File: src/rtl/pll_phase_pkg.sv
// Shared types and parameter defaults for the PLL dynamic-phase controller.
package pll_phase_pkg;

    localparam int PULSE_W_DEF      = 4;
    localparam int STEP_GAP_DEF     = 8;
    localparam int LOCK_FILT_DEF    = 1024;
    localparam int LOCK_TIMEOUT_DEF = 65535;
    localparam int RST_W_DEF        = 16;

    typedef enum logic [2:0] {
        IDLE,
        SETUP,
        STEP_LO,
        STEP_HI,
        WAIT_LOCK,
        PLL_RST
    } state_e;

    function automatic int max_of4(input int a, input int b, input int c, input int d);
        int m;
        m = a;
        if (b > m) m = b;
        if (c > m) m = c;
        if (d > m) m = d;
        return m;
    endfunction

endpackage

File: src/rtl/pll_lock_filt.sv
// Synchronizes the asynchronous PLL lock and requires LOCK_FILT consecutive
// locked cycles before reporting lock_stable.
module pll_lock_filt
    import pll_phase_pkg::*;
#(
    parameter int LOCK_FILT = LOCK_FILT_DEF
) (
    input  logic clk,
    input  logic rst_n,
    input  logic pll_lock,
    input  logic pll_rst,
    output logic lock_stable
);

    localparam int FW = $clog2(LOCK_FILT + 1);

    logic          sync_q1;
    logic          sync_q2;
    logic [FW-1:0] filt_cnt;

    // NOTE: sequential state uses non-blocking assignments so every flop
    // samples the pre-edge value, which is what makes the two stages a chain.
    always_ff @(posedge clk or negedge rst_n) begin
        if (!rst_n) begin
            sync_q1 <= 1'b0;
            sync_q2 <= 1'b0;
        end else begin
            sync_q1 <= pll_lock;
            sync_q2 <= sync_q1;
        end
    end

    always_ff @(posedge clk or negedge rst_n) begin
        if (!rst_n) begin
            filt_cnt <= '0;
        end else if (!sync_q2 || pll_rst) begin
            filt_cnt <= '0;
        end else if (filt_cnt != FW'(LOCK_FILT)) begin
            filt_cnt <= filt_cnt + FW'(1);
        end
    end

    assign lock_stable = (filt_cnt == FW'(LOCK_FILT));

endmodule

File: src/rtl/pll_phase_ctrl.sv
// Sequences PLL dynamic phase steps, then waits for relock, resetting the PLL
// whenever relock takes longer than LOCK_TIMEOUT cycles.
module pll_phase_ctrl
    import pll_phase_pkg::*;
#(
    parameter int PULSE_W      = PULSE_W_DEF,
    parameter int STEP_GAP     = STEP_GAP_DEF,
    parameter int LOCK_FILT    = LOCK_FILT_DEF,
    parameter int LOCK_TIMEOUT = LOCK_TIMEOUT_DEF,
    parameter int RST_W        = RST_W_DEF
) (
    input  logic       clk,
    input  logic       rst_n,
    input  logic       pll_lock,
    input  logic       req_valid,
    output logic       req_ready,
    input  logic [2:0] req_sel,
    input  logic       req_dir,
    input  logic [7:0] req_steps,
    input  logic       rst_req,
    output logic [2:0] phase_sel,
    output logic       phase_dir,
    output logic       phase_step_n,
    output logic       pll_rst,
    output logic       lock_stable,
    output logic       busy,
    output logic       done,
    output logic       err
);

    localparam int CNT_W = $clog2(max_of4(PULSE_W, STEP_GAP, LOCK_TIMEOUT, RST_W) + 1);

    state_e             state;
    state_e             state_next;
    logic [CNT_W-1:0]   cnt;
    logic [7:0]         remaining;
    logic               pending;
    logic               accept;

    pll_lock_filt #(.LOCK_FILT(LOCK_FILT)) u_lock_filt (
        .clk         (clk),
        .rst_n       (rst_n),
        .pll_lock    (pll_lock),
        .pll_rst     (pll_rst),
        .lock_stable (lock_stable)
    );

    assign accept = req_valid && req_ready;

    always_ff @(posedge clk or negedge rst_n) begin
        if (!rst_n) state <= PLL_RST;
        else        state <= state_next;
    end

    // NOTE: state_next gets a default first so no path through the case can
    // leave it unassigned and infer a latch.
    always_comb begin
        state_next = state;
        unique case (state)
            IDLE: begin
                if (rst_req)                         state_next = PLL_RST;
                else if (!lock_stable)               state_next = WAIT_LOCK;
                else if (accept && req_steps != '0)  state_next = SETUP;
            end
            SETUP:   state_next = STEP_LO;
            STEP_LO: if (cnt == CNT_W'(PULSE_W - 1)) state_next = STEP_HI;
            STEP_HI: begin
                if (cnt == CNT_W'(STEP_GAP - 1))
                    state_next = (remaining != '0) ? STEP_LO : WAIT_LOCK;
            end
            WAIT_LOCK: begin
                if (lock_stable)                           state_next = IDLE;
                else if (cnt == CNT_W'(LOCK_TIMEOUT - 1))  state_next = PLL_RST;
            end
            PLL_RST: if (cnt == CNT_W'(RST_W - 1)) state_next = WAIT_LOCK;
            default: state_next = PLL_RST;
        endcase
    end

    always_comb begin
        busy         = (state != IDLE);
        pll_rst      = (state == PLL_RST);
        phase_step_n = (state != STEP_LO);
        req_ready    = (state == IDLE) && lock_stable && !rst_req;
    end

    // One shared cycle counter restarts on every state change; the timeout
    // therefore restarts from zero each time PLL_RST hands back to WAIT_LOCK.
    always_ff @(posedge clk or negedge rst_n) begin
        if (!rst_n) begin
            cnt       <= '0;
            remaining <= '0;
            phase_sel <= '0;
            phase_dir <= 1'b0;
            pending   <= 1'b0;
            done      <= 1'b0;
            err       <= 1'b0;
        end else begin
            done <= 1'b0;
            err  <= 1'b0;

            if (state_next != state || state == IDLE) cnt <= '0;
            else                                      cnt <= cnt + CNT_W'(1);

            if (accept) begin
                phase_sel <= req_sel;
                phase_dir <= req_dir;
                remaining <= req_steps;
                pending   <= (req_steps != '0);
                done      <= (req_steps == '0);
            end

            if (state == STEP_LO && state_next == STEP_HI)
                remaining <= remaining - 8'd1;

            if (state == WAIT_LOCK && state_next == IDLE) begin
                done    <= pending;
                pending <= 1'b0;
            end

            if (state == WAIT_LOCK && state_next == PLL_RST)
                err <= 1'b1;
        end
    end

endmodule

File: config.mk
export PLATFORM = sky130hd
export DESIGN_NAME = pll_phase_ctrl
export DESIGN_NICKNAME = d
export VERILOG_FILES = /design/src/rtl/pll_phase_pkg.sv /design/src/rtl/pll_lock_filt.sv /design/src/rtl/pll_phase_ctrl.sv
export SDC_FILE = /design/constraint.sdc
export NUM_CORES = 1
export LEC_CHECK = 0
export ABC_AREA = 0
export ABC_CLOCK_PERIOD_IN_PS = 2200
export BUFFER_PORTS_ARGS = -buffer_cell sky130_fd_sc_hd__buf_2
export CAP_MARGIN = 20
export CORE_MARGIN = 10
export CORE_UTILIZATION = 45
export CTS_CLUSTER_SIZE = 10
export DETAILED_ROUTE_END_ITERATION = 10
export GPL_TIMING_DRIVEN = 0
export PLACE_DENSITY = 0.66
export SYNTH_ARGS = -nofsm -noshare
export SYNTH_HDL_FRONTEND = slang
export SYNTH_SLANG_ARGS = --single-unit
File: constraint.sdc
create_clock -name clk -period 2.2 [get_ports clk]
set_input_delay 0.11 -clock clk [delete_from_list [all_inputs] [get_ports clk]]
set_output_delay 0.11 -clock clk [all_outputs]
set_load 0.05 [all_outputs]
# Word level (Yosys, flattened, before mapping)
# Index checks and enable logic that the tools add are counted.
# classes
n_mux	20
eq_ne	15
add_sub_neg	3
n_reduce_logical	20
# op_table
op	count
two-way mux 3 bit	9
two-way mux 11 bit	2
one-hot mux 3 bit (6 select lines)	1
adder 16 x 1 -> 16 bit (second input constant)	1
equality test 16 bit (second input constant)	1
equality test 16 x 2 -> 1 bit (second input constant)	1
equality test 16 x 3 -> 1 bit (second input constant)	1
equality test 16 x 4 -> 1 bit (second input constant)	1
two-way mux 16 bit	1
two-way mux 8 bit	2
nonzero test 8 bit	2
adder 11 x 1 -> 11 bit (second input constant)	1
equality test 11 bit (second input constant)	1
inequality test 11 bit (second input constant)	1
equality test 3 x 2 -> 1 bit (second input constant)	3
equality test 3 bit (second input constant)	3
logical NOT 8 bit	1
subtractor 8 x 1 -> 8 bit (second input constant)	1
logical AND 1 bit	7
logical NOT 3 bit	2
nonzero test 2 bit	3
two-way mux 1 bit	5
equality test 3 x 1 -> 1 bit (second input constant)	1
inequality test 3 x 2 -> 1 bit (second input constant)	1
4 further kinds	6
# totals
wordCells	69
regBits	47
out_inout_bits	11

# Logic depth before layout (Yosys ltp)
# Gate-level depths: netlist of run 1.
# depth
word_depth	12
ltp_mapped	9
mapped_depth_nobuf	8

# Hierarchy
# From an unflattened synthesis of run 1, not the netlist that was laid out.
# hier_totals
hier_cells	271
area_unflattened_um2	2608.8
# by_module_without_submodules
module	cells_each	area_each_um2	instances
pll_phase_ctrl	207	1969.4	1
pll_lock_filt	64	639.4	1

# Worst setup path before layout of run 1
# Ideal clock, no wire load.
# synth_path
path_kind	reg2out
startpoint	register state[1]
endpoint	output port req_ready
arrival_ns	2.331
stages_incl_launch_ff	5
slack_ns	-0.241
n_path_buf	2
cell_sequence	dfrtp_1 > buf_2 > or3_1 > clkbuf_1 > nor3_1
# synth_via
elab_chain_len	3
# synth_rtl
item	line_no	text
from (decl)	pll_phase_ctrl.sv:33	state_e state;
from (signal assigned)	pll_phase_ctrl.sv:52	else state <= state_next;
logical NOT 3 bit	pll_phase_ctrl.sv:84	req_ready = (state == IDLE) && lock_stable && !rst_req;
logical AND 1 bit (2 in series)	pll_phase_ctrl.sv:84	
to (decl)	pll_phase_ctrl.sv:16	output logic req_ready,
# Every way passes these cells.

# Worst setup path in the final report of run 1
# layout_path
startpoint	register cnt[7]
endpoint	register cnt[13]
# layout_via
elab_chain_len	7
elab_cells_between_ends	14
cone_classes	add/sub (1); eq/ne (5); mux (7); reduce/logical (1)
# layout_rtl
item	line_no	text
from (decl)	pll_phase_ctrl.sv:35	logic [CNT_W-1:0] cnt;
from (signal assigned)	pll_phase_ctrl.sv:103	else cnt <= cnt + CNT_W'(1);
equality test 16 bit	pll_phase_ctrl.sv:73	else if (cnt == CNT_W'(LOCK_TIMEOUT - 1)) state_next = PLL_RST;
two-way mux 3 bit	pll_phase_ctrl.sv:73	
two-way mux 3 bit	pll_phase_ctrl.sv:72	if (lock_stable) state_next = IDLE;
one-hot mux 3 bit (6 select lines)	pll_phase_ctrl.sv:59	unique case (state)
inequality test 3 bit	pll_phase_ctrl.sv:102	if (state_next != state || state == IDLE) cnt <= '0;
logical OR 1 bit	pll_phase_ctrl.sv:102	
two-way mux 16 bit *	pll_phase_ctrl.sv:102	
# Mark *: on every way between the ends. The rest lies on a longest branch, timed or not.
# A chain may end at the register's enable or synchronous reset.

==> results.toml, run 1 <==
[clocking]
clk_latency_ps = 300
clock-root-buffer = "sky130_fd_sc_hd__clkbuf_8"
cts_max_path_buffers = 2
tritoncts.num_buffers = 5
cts.clk_slew.worst_paths_ps = 80
cts_sinks = 47
max_h_tree_level = 2
tritoncts = "built"

[critical_path]
critical_path_peak_fanout = 5
cp.required_ps = 2420
setup.worst_path.class = "reg -> reg"
ff2ff_setup_slack_ps = -70
crit-reg2reg-launch = "cnt[7]"
worstReg2RegEnd = "cnt[13]"
critical_path.startpoint_type = "flip-flop"
critical_path.endpoint_type = "flip-flop"
cp_data_arrival_time_ps = 2490
worstRegToRegCells = 6

[yosys]
synth.most_common_cell = "sky130_fd_sc_hd__dfrtp_1"
synth.yosys.seq_area_share = 0.4481
synth.top_cells.by_area = "sky130_fd_sc_hd__dfrtp_1 43%, sky130_fd_sc_hd__nand2_1 4.6%, sky130_fd_sc_hd__xor2_1 4.3%"
ys_top_cells_by_count = "45 x sky130_fd_sc_hd__dfrtp_1, 32 x sky130_fd_sc_hd__nand2_1, 30 x sky130_fd_sc_hd__nor2_1, 18 x sky130_fd_sc_hd__nand3_1, 13 x sky130_fd_sc_hd__xor2_1"
postSynth.asyncResetShare = 1.000
post-synth-top-area-cell = "sky130_fd_sc_hd__dfrtp_1"
post-synth-top-area-fraction = 0.4282
synth.yosys.warnings = 0
synth.net_count = 301
syn_avg_cell_area_um2 = 9.461
synth-edff-count = 0
synthesis.area_um2 = 2630
postSynth.topFlopCell = "sky130_fd_sc_hd__dfrtp_1"
synthCells = 278
synth.distinct_cells = 49
synth_seq_cells = 47

[detailed_routing]
detail-route-antenna-nets = 0
drc = 0
routed_wl_per_cell_um = 15.91
drt_first_iter_violations = 76
detailedRoute.firstPassIterationCount = 4
detailroute.via_count = 2196
route.detailed.vias_per_inst = 5.476
finalWirelength_um = 6381

[global_routing]
grt_pass1_wl_um = 10160
antenna_found_initial = 0
groute.usage.overall = 0.1362
grt_start_max_net_pins = 48
grt-ovfl-total = 0
grt_pass1_vias = 2164

[placed_design]
port_buffers = 27
place_congestion = 0.7957
hpwl_um = 4269
post-place-ws_ps = -423.1
placedInstanceArea_um2 = 2877

[min_path]
holdCritStartpoint = "req_sel[1]"
min_path_type = "in -> reg"
worst_hold_path.num_cells = 3
worst_hold_path.endpoint = "phase_sel[1]"

[die]
effective_utilization_at_floorplan = 0.4718
rows = 27
die_width_um = 96.45
floorplan.io_pins = 28
floorplan.die.height_um = 96.45
die_area_um2 = 9303
core_region_area_um2 = 5574

[pwr]
power_leakage_uw = 0.001510
ir_drop_uv = 367.4
power_per_cell_area_nw_per_um2 = 432.6

[timing]
achievable-frequency_mhz = 440.9
worst_slew_pin_slew_ps = 686.5
timing_hold_violations_final = 0
period_minus_slack_ps = 2268
final.setup.tns_ps = -581.0
finalSetupViolations = 15
max-slew-margin-rel = 0.5424
final.setup_skew_ps = 4.699
rsz0062_at_grt = "true"
worst_slack_ps = -68.29
report.final.slew_viol_count = 0
min_period_over_period = 1.031

[flow_run]
max_capacitance_violation_count = 0

[cells_and_area]
post_route_cells_drive_above_1_share = 0.3708
area_growth_pct = 30.16
final_non_filler_cell_area_um2 = 3423
insertedDiodeCount = 0
final_nets = 351

[status]
failed_checks = "setup timing"
run_status = "finished, violations left"
-- final cells by class --
class / count / area [µm²]
inverters: 9 / 35.03
well taps: 72 / 90.09
clock buffers: 7 / 76.32
clock inverters: 1 / 5.005
multi-input cells: 208 / 1612
fillers: 478 / 2151
repair buffers: 47 / 337.8
flip-flops and latches: 47 / 1182
plain buffers: 10 / 85.08
-- per-layer routing --
layer	GRT usage	vias to the layer above	part of all wire
li1	-	1076	-
met1	0.1783	1074	0.46
met2	0.2188	41	0.47
met3	0.04163	5	0.067
met4	0.02542	0	0.0060
met5	0	-	0
-- what timing repair did --
item / CTS / global route
endpoints found under the setup margin: 31 / 24
buffers inserted: 10 / 5
gates resized for setup: 16 / 46
pin swaps: 8 / 20
hold buffers: 1 / 1
gates cloned: 0 / 2
endpoints found under the hold margin: 1 / 45
-- registers in the layout, indices dropped and copies added (netlist names) --
signal                flops
err                       1
u_lock_filt.sync_q2       1
cnt                      16
state                     3
pending                   1
phase_dir                 1
phase_sel                 3
done                      1
u_lock_filt.sync_q1       1
remaining                 8
u_lock_filt.filt_cnt     11
-- through the flow --
stage | utilization | cells | hold slack (ps) | power (µW)
2_1_floorplan | - | 278 | -185.6 | 936.3
5_1_grt | 0.6141 | 401 | 3.498 | 1550
4_1_cts | 0.5562 | 394 | 10.28 | 1485
3_3_place_gp | 0.5160 | 377 | 219.6 | 980.5
6_report | 0.6141 | 401 | 11.34 | 1481
3_5_place_dp | 0.5160 | 377 | 219.4 | 982.7
-- where the power goes --
part	total, µW	internal (µW)	leakage (µW)	switching [µW]
Combinational	87.7	31.5	0.000854	56.3
Sequential	892	876	0.000613	15.3
Clock	502	223	0.0000422	278
-- cell families (layout without fill, tap and decap cells) --
logic type               after synthesis  in the layout  share of synthesized area
XOR/XNOR                              24             24                    0.07992
AO/OA/AOI/OAI                         47             47                     0.1384
AND/OR/NAND/NOR                      130            130                     0.2583
flip-flops                            47             47                     0.4481
buffers and inverters                 23             74                    0.04234
multiplexers                           1              1                   0.004281
adder cells (fa/ha/maj)                6              6                    0.02854
-- placed cells by master, fill, tap and decap left out, drive strengths merged, types with 9 or more instances in the layout --
cell type  synthesis  layout
nand2             33      33
clkbuf             8      13
nor2              31      31
xor2              13      13
nor4               9       9
nand3             18      18
xnor2             11      11
a211oi            17      17
buf                6      49
dfrtp             45      45
o21ai             11      11
-- worst max-delay path, stage by stage, from the launching register on --
cell                        delay (ps)
sky130_fd_sc_hd__dfrtp_1           390
sky130_fd_sc_hd__or4_4             580
sky130_fd_sc_hd__o311a_4           410
sky130_fd_sc_hd__a211oi_4          290
sky130_fd_sc_hd__nand2_4           140
sky130_fd_sc_hd__clkbuf_16         190
sky130_fd_sc_hd__a211oi_2          200
-- worst max path at each step --
| stage | startpoint | endpoint | slack (ps) | depth (start not counted) |
|---|---|---|---|---|
| floorplan | cnt[6] | remaining[3] | 8 | 6 |
| CTS | cnt[8] | cnt[10] | -20 | 6 |
| global route | cnt[7] | cnt[13] | -140 | 6 |
| finish | cnt[7] | cnt[13] | -70 | 6 |
| global placement | remaining[3] | cnt[10] | -410 | 6 |
| detailed placement | remaining[3] | cnt[10] | -420 | 6 |
No activity file was read; power rests on OpenSTA's default activity.
==> run 2, diff against run 1 <==
ABC_CLOCK_PERIOD_IN_PS = 1850   (was 2200)
clock period = 1.85 ns   (was 2.2 ns; I/O delays follow)
==> run 2 against run 1 <==
Against the previous run: the flow still finishes with violations (setup timing); clock power increased by 24%; critical path depth rose by 1; global-route usage grew 1.5 points; first-iteration DRC count grew 12%; sequential power is 19% higher; register-to-register slack worse by 370 ps; routed wire length rose by 7.6%; critical path type unchanged; highest routed layer unchanged.
==> results.toml, run 2 (synthesis gave the netlist of run 1 again) <==
[status]
run_status = "finished, violations left"
failed_checks = "setup timing"

[cells_and_area]
final_nets = 374
largest_reg_flops = 16
insertedDiodeCount = 0
max_flop_register = "cnt"
layout.cells.most_common = "sky130_fd_sc_hd__dfrtp_1"
post_route_cells_drive_above_1_share = 0.4233
layout_common_cells = "41 x sky130_fd_sc_hd__dfrtp_1, 32 x sky130_fd_sc_hd__buf_4, 30 x sky130_fd_sc_hd__nand2_1, 25 x sky130_fd_sc_hd__nor2_1, 25 x sky130_fd_sc_hd__buf_2"
reg.largest.list = "cnt (16), u_lock_filt.filt_cnt (11), remaining (8)"
area_growth_pct = 38.53
layout.cells.non_filler = 424
final_non_filler_cell_area_um2 = 3643

[clocking]
clk_latency_ps = 300
max_h_tree_level = 2
cts_max_path_buffers = 2
tritoncts.num_buffers = 5
cts_sinks = 47
clock-root-buffer = "sky130_fd_sc_hd__clkbuf_8"
cts.clk_slew.worst_paths_ps = 90
tritoncts = "built"

[global_routing]
groute.usage.overall = 0.1515
grt-ovfl-total = 0
grt_pass1_wl_um = 11220
grt_pass1_vias = 2278
grt_start_max_net_pins = 48
antenna_found_initial = 0

[detailed_routing]
finalWirelength_um = 6867
detailedRoute.firstPassIterationCount = 4
routed_wl_per_cell_um = 16.20
detailroute.via_count = 2282
route.detailed.vias_per_inst = 5.382
detail-route-antenna-nets = 0
drc = 0
drt_first_iter_violations = 85

[timing]
worst_slack_ps = -436.7
min_period_over_period = 1.236
max-slew-margin-rel = 0.5321
period_minus_slack_ps = 2287
final.setup_skew_ps = 10.92
report.final.slew_viol_count = 0
finalSetupViolations = 26
final.setup.tns_ps = -9026
worst_slew_pin_slew_ps = 701.9
timing_hold_violations_final = 0
rsz0062_at_grt = "true"
achievable-frequency_mhz = 437.3

[critical_path]
critical_path.startpoint_type = "flip-flop"
cp.required_ps = 2070
crit-reg2reg-launch = "cnt[8]"
crit_chain = "or4_4, or4_4, o21ai_2, a211oi_2, buf_4, a21o_4, a211oi_2"
critical_path_peak_fanout = 4
cpMaxStageDelayCell = "sky130_fd_sc_hd__or4_4"
setup.worst_path.class = "reg -> reg"
slowest_delay_ps = 570
cp_data_arrival_time_ps = 2500
cp_delay_by_family_top = "simple AND/OR/NAND/NOR gates"
critical_path.endpoint_type = "flip-flop"
ff2ff_setup_slack_ps = -440
cp-startpoint = "cnt[8]"
crit_buf_inv = 1

[pwr]
power_per_cell_area_nw_per_um2 = 492.0
ir_drop_uv = 461.7
power_leakage_uw = 0.001605

[placed_design]
numPlacedInstances = 377
hpwl_um = 4089
placedInstanceArea_um2 = 2897
port_buffers = 27
place_congestion = 0.8399

[die]
rows = 27
die_area_um2 = 9303
core_region_area_um2 = 5574
effective_utilization_at_floorplan = 0.4718
floorplan.io_pins = 28
floorplan.die.height_um = 96.45
die_width_um = 96.45

[min_path]
min_path_type = "in -> reg"
holdCritStartpoint = "req_steps[7]"

[flow_run]
max_capacitance_violation_count = 0
==> run 2: path summary, 6_finish.rpt <==
check | endpoint | depth (start not counted)
worst min-delay path | remaining[7] | 3
min in group asynchronous | u_lock_filt.filt_cnt[4] | 2
max in group asynchronous | state[0] | 3
worst min register to register | u_lock_filt.sync_q2 | 0
worst max register to register | cnt[3] | 7
worst max-delay path | cnt[3] | 7
==> run 2: power by group <==
group / leakage, µW / total (µW) / switching, µW / internal [µW]
logic: 0.000953 / 113 / 68.4 / 45.0
registers: 0.000612 / 1060 / 17.5 / 1040
clock network: 0.0000412 / 620 / 355 / 265
total: 0.00161 / 1790 / 441 / 1350
==> run 2: cell type report <==
type / instances / area (µm²)
plain buffers: 9 / 85.08
multi-input cells: 208 / 1604
clock buffers: 6 / 72.57
flip-flops and latches: 47 / 1184
repair buffers: 71 / 560.5
well taps: 72 / 90.09
fillers: 474 / 1931
clock inverters: 2 / 12.51
inverters: 9 / 35.03
==> run 2: worst min-delay path: cells and delay by family <==
family,cells,cell delay (ps)
AOI/OAI and AO/OA,1,60
and+or+nand+nor,1,50
buffers and inverters,1,90
==> run 2: what timing repair did <==
item / CTS / global route
setup endpoints to repair: 38 / 34
gates resized for setup: 38 / 31
pin swaps: 26 / 22
setup buffers: 22 / 14
hold buffers: 5 / 1
hold endpoints to repair: 5 / 45
cloned: 2 / 0
==> run 2: metrics by stage <==
step | power, µW | utilization | hold WS [ps] | setup WS [ps]
after global routing | 1881 | 0.6536 | 25.42 | -488.9
after floorplan | 1114 | - | -203.1 | -316.2
final | 1793 | 0.6536 | 30.15 | -436.7
after detailed placement | 1170 | 0.5196 | 204.3 | -794.9
after global placement | 1167 | 0.5196 | 203.1 | -800.6
after CTS | 1794 | 0.6110 | 18.38 | -395.7
==> run 2: layer usage <==
| metal | wire (µm) | GRT usage | share of wire |
|---|---|---|---|
| met1 | 3064 | 0.1967 | 0.45 |
| met2 | 3370 | 0.2450 | 0.49 |
| met3 | 371 | 0.03932 | 0.054 |
| met4 | 60 | 0.03995 | 0.0087 |
| met5 | 0 | 0 | 0 |
==> run 3, diff against run 2 <==
ABC_CLOCK_PERIOD_IN_PS = 2700   (was 1850)
PLACE_DENSITY = default   (was 0.66)
clock period = 2.7 ns   (was 1.85 ns; I/O delays follow)
==> run 3 against run 2 <==
Against the previous run: the flow now finishes without violations; highest routed layer unchanged; combinational power down 41%; total power decreased by 26%; first-iteration DRC count is 4.7% lower; clock skew is 1.3 ps higher.
==> results.toml, run 3 (synthesis gave the netlist of run 1 again) <==
[die]
floorplan.die.height_um = 96.45
die_width_um = 96.45
rows = 27
effective_utilization_at_floorplan = 0.4718
die_area_um2 = 9303
core_region_area_um2 = 5574
floorplan.io_pins = 28

[critical_path]
worstReg2RegEnd = "cnt[6]"
worstRegToRegCells = 9
ff2ff_setup_slack_ps = 240
cp_data_arrival_time_ps = 2680
cp.required_ps = 2920
critical_path_peak_fanout = 10
crit-reg2reg-launch = "cnt[1]"
critical_path.endpoint_type = "flip-flop"
setup.worst_path.class = "reg -> reg"
critical_path.startpoint_type = "flip-flop"

[min_path]
worst_hold_path.endpoint = "phase_dir"
min_path_type = "in -> reg"
holdCritStartpoint = "req_dir"
worst_hold_path.num_cells = 3

[timing]
final.setup_skew_ps = 12.27
period_minus_slack_ps = 2462
achievable-frequency_mhz = 406.2
timing_hold_violations_final = 0
report.final.slew_viol_count = 0
max-slew-margin-rel = 0.5329
rsz0062_at_grt = "false"
min_period_over_period = 0.9118
final.setup.tns_ps = 0
worst_slew_pin_slew_ps = 694.3
finalSetupViolations = 0

[cells_and_area]
max_flop_register = "cnt"
final_nets = 338
post_route_cells_drive_above_1_share = 0.2152
area_growth_pct = 15.08
reg.largest.list = "cnt (16), u_lock_filt.filt_cnt (11), remaining (8)"
layout.cells.most_common = "sky130_fd_sc_hd__dfrtp_1"
insertedDiodeCount = 0
largest_reg_flops = 16
layout_common_cells = "44 x sky130_fd_sc_hd__dfrtp_1, 32 x sky130_fd_sc_hd__nand2_1, 30 x sky130_fd_sc_hd__nor2_1, 29 x sky130_fd_sc_hd__buf_2, 18 x sky130_fd_sc_hd__nand3_1"

[clocking]
tritoncts.num_buffers = 5
postCtsSetupRepairBufs = 0
cts.clk_slew.worst_paths_ps = 100
max_h_tree_level = 2
tritoncts = "built"
clock-root-buffer = "sky130_fd_sc_hd__clkbuf_8"
cts_sinks = 47
cts_max_path_buffers = 2
clk_latency_ps = 300

[pwr]
power.switching_uw = 304.4
internal_power_uw = 1017
logic_pwr_share = 0.051
post_layout_power_uw = 1322
net_switching_fraction_of_the_power = 0.2303
power_per_cell_area_nw_per_um2 = 436.7
ir_drop_uv = 240.0
clockPowerShare = 0.402
power_leakage_uw = 0.001349
seq_power_share = 0.548

[global_routing]
grt_pass1_vias = 2016
grt-ovfl-total = 0
antenna_found_initial = 0
grt_start_max_net_pins = 48
groute.usage.overall = 0.1261
grt_pass1_wl_um = 9446

[detailed_routing]
routed_wl_per_cell_um = 14.44
drt_first_iter_violations = 81
finalWirelength_um = 5604
drc = 0
detailedRoute.firstPassIterationCount = 4
detailroute.via_count = 2050
detail-route-antenna-nets = 0
route.detailed.vias_per_inst = 5.284

[placed_design]
hpwl_um = 4101
port_buffers = 27
place_congestion = 0.8034

[status]
run_status = "finished clean"

[flow_run]
max_capacitance_violation_count = 0
[run 3: cell count changes in the layout (fill, tap and decap cells not counted), moves of 6 or more]
cell,previous run,this run
sky130_fd_sc_hd__buf_6,8,2
sky130_fd_sc_hd__o21ai_2,7,1
sky130_fd_sc_hd__a211oi_2,16,9
sky130_fd_sc_hd__o21ai_0,4,10
sky130_fd_sc_hd__buf_4,32,2
sky130_fd_sc_hd__a211oi_1,1,8
[run 3: worst max-delay path by stage]
stage                       from   endpoint  slack [ps]
floorplan               state[1]  req_ready         230
global placement    remaining[3]    cnt[12]          70
detailed placement  remaining[3]     cnt[9]          90
CTS                 remaining[3]     cnt[9]          80
global route              cnt[1]     cnt[6]          10
finish                    cnt[1]     cnt[6]         240
[run 3: repair_timing]
action	in CTS	in global routing
hold endpoints to repair	1	15
resized for setup	0	4
setup endpoints to repair	0	16
hold buffers	1	1
[run 3: layout make-up]
| type | count | area (µm²) |
|---|---|---|
| tap | 72 | 90.09 |
| clock inverter | 3 | 46.29 |
| inverter | 9 | 33.78 |
| fill | 530 | 2547 |
| timing repair buffer | 30 | 175.2 |
| buffer | 14 | 77.57 |
| sequential | 47 | 1180 |
| multi-input combinational | 208 | 1355 |
| clock buffer | 5 | 68.82 |
[run 3: critical path, stage by stage (launching register included)]
cell,delay (ps)
sky130_fd_sc_hd__dfrtp_1,450
sky130_fd_sc_hd__ha_1,170
sky130_fd_sc_hd__buf_2,170
sky130_fd_sc_hd__nor3b_2,230
sky130_fd_sc_hd__nand3_1,180
sky130_fd_sc_hd__o311a_1,340
sky130_fd_sc_hd__a211oi_2,320
sky130_fd_sc_hd__nand2_2,140
sky130_fd_sc_hd__buf_6,170
sky130_fd_sc_hd__a211oi_2,210
[run 3: per-layer routing]
metal | vias to the layer above | global-route usage | wire [µm]
met5 | - | 0 | 0
met1 | 961 | 0.1601 | 2635
met3 | 5 | 0.03161 | 252
met4 | 0 | 0.03269 | 54
met2 | 27 | 0.2094 | 2662
li1 | 1057 | - | -
[run 3: through the flow]
step / util / hold slack (ps) / instances / cell area, µm² / worst slack, ps
after detailed placement: 0.5122 / 248.0 / 377 / 2855 / 94.98
after CTS: 0.5347 / 17.74 / 386 / 2980 / 80.68
after floorplan: - / -160.6 / 278 / 2630 / 234.0
after global routing: 0.5430 / 16.78 / 388 / 3027 / 10.68
after global placement: 0.5122 / 243.9 / 377 / 2855 / 67.82
final: 0.5430 / 21.73 / 388 / 3027 / 238.0
[run 3: power groups by stage]
stage	Clock [µW]	Sequential (µW)	Combinational, µW
after floorplan	0	744	18.7
after global placement	0	738	62.0
after detailed placement	0	738	62.3
after CTS	552	724	63.7
after global routing	577	726	75.4
final	531	724	66.8
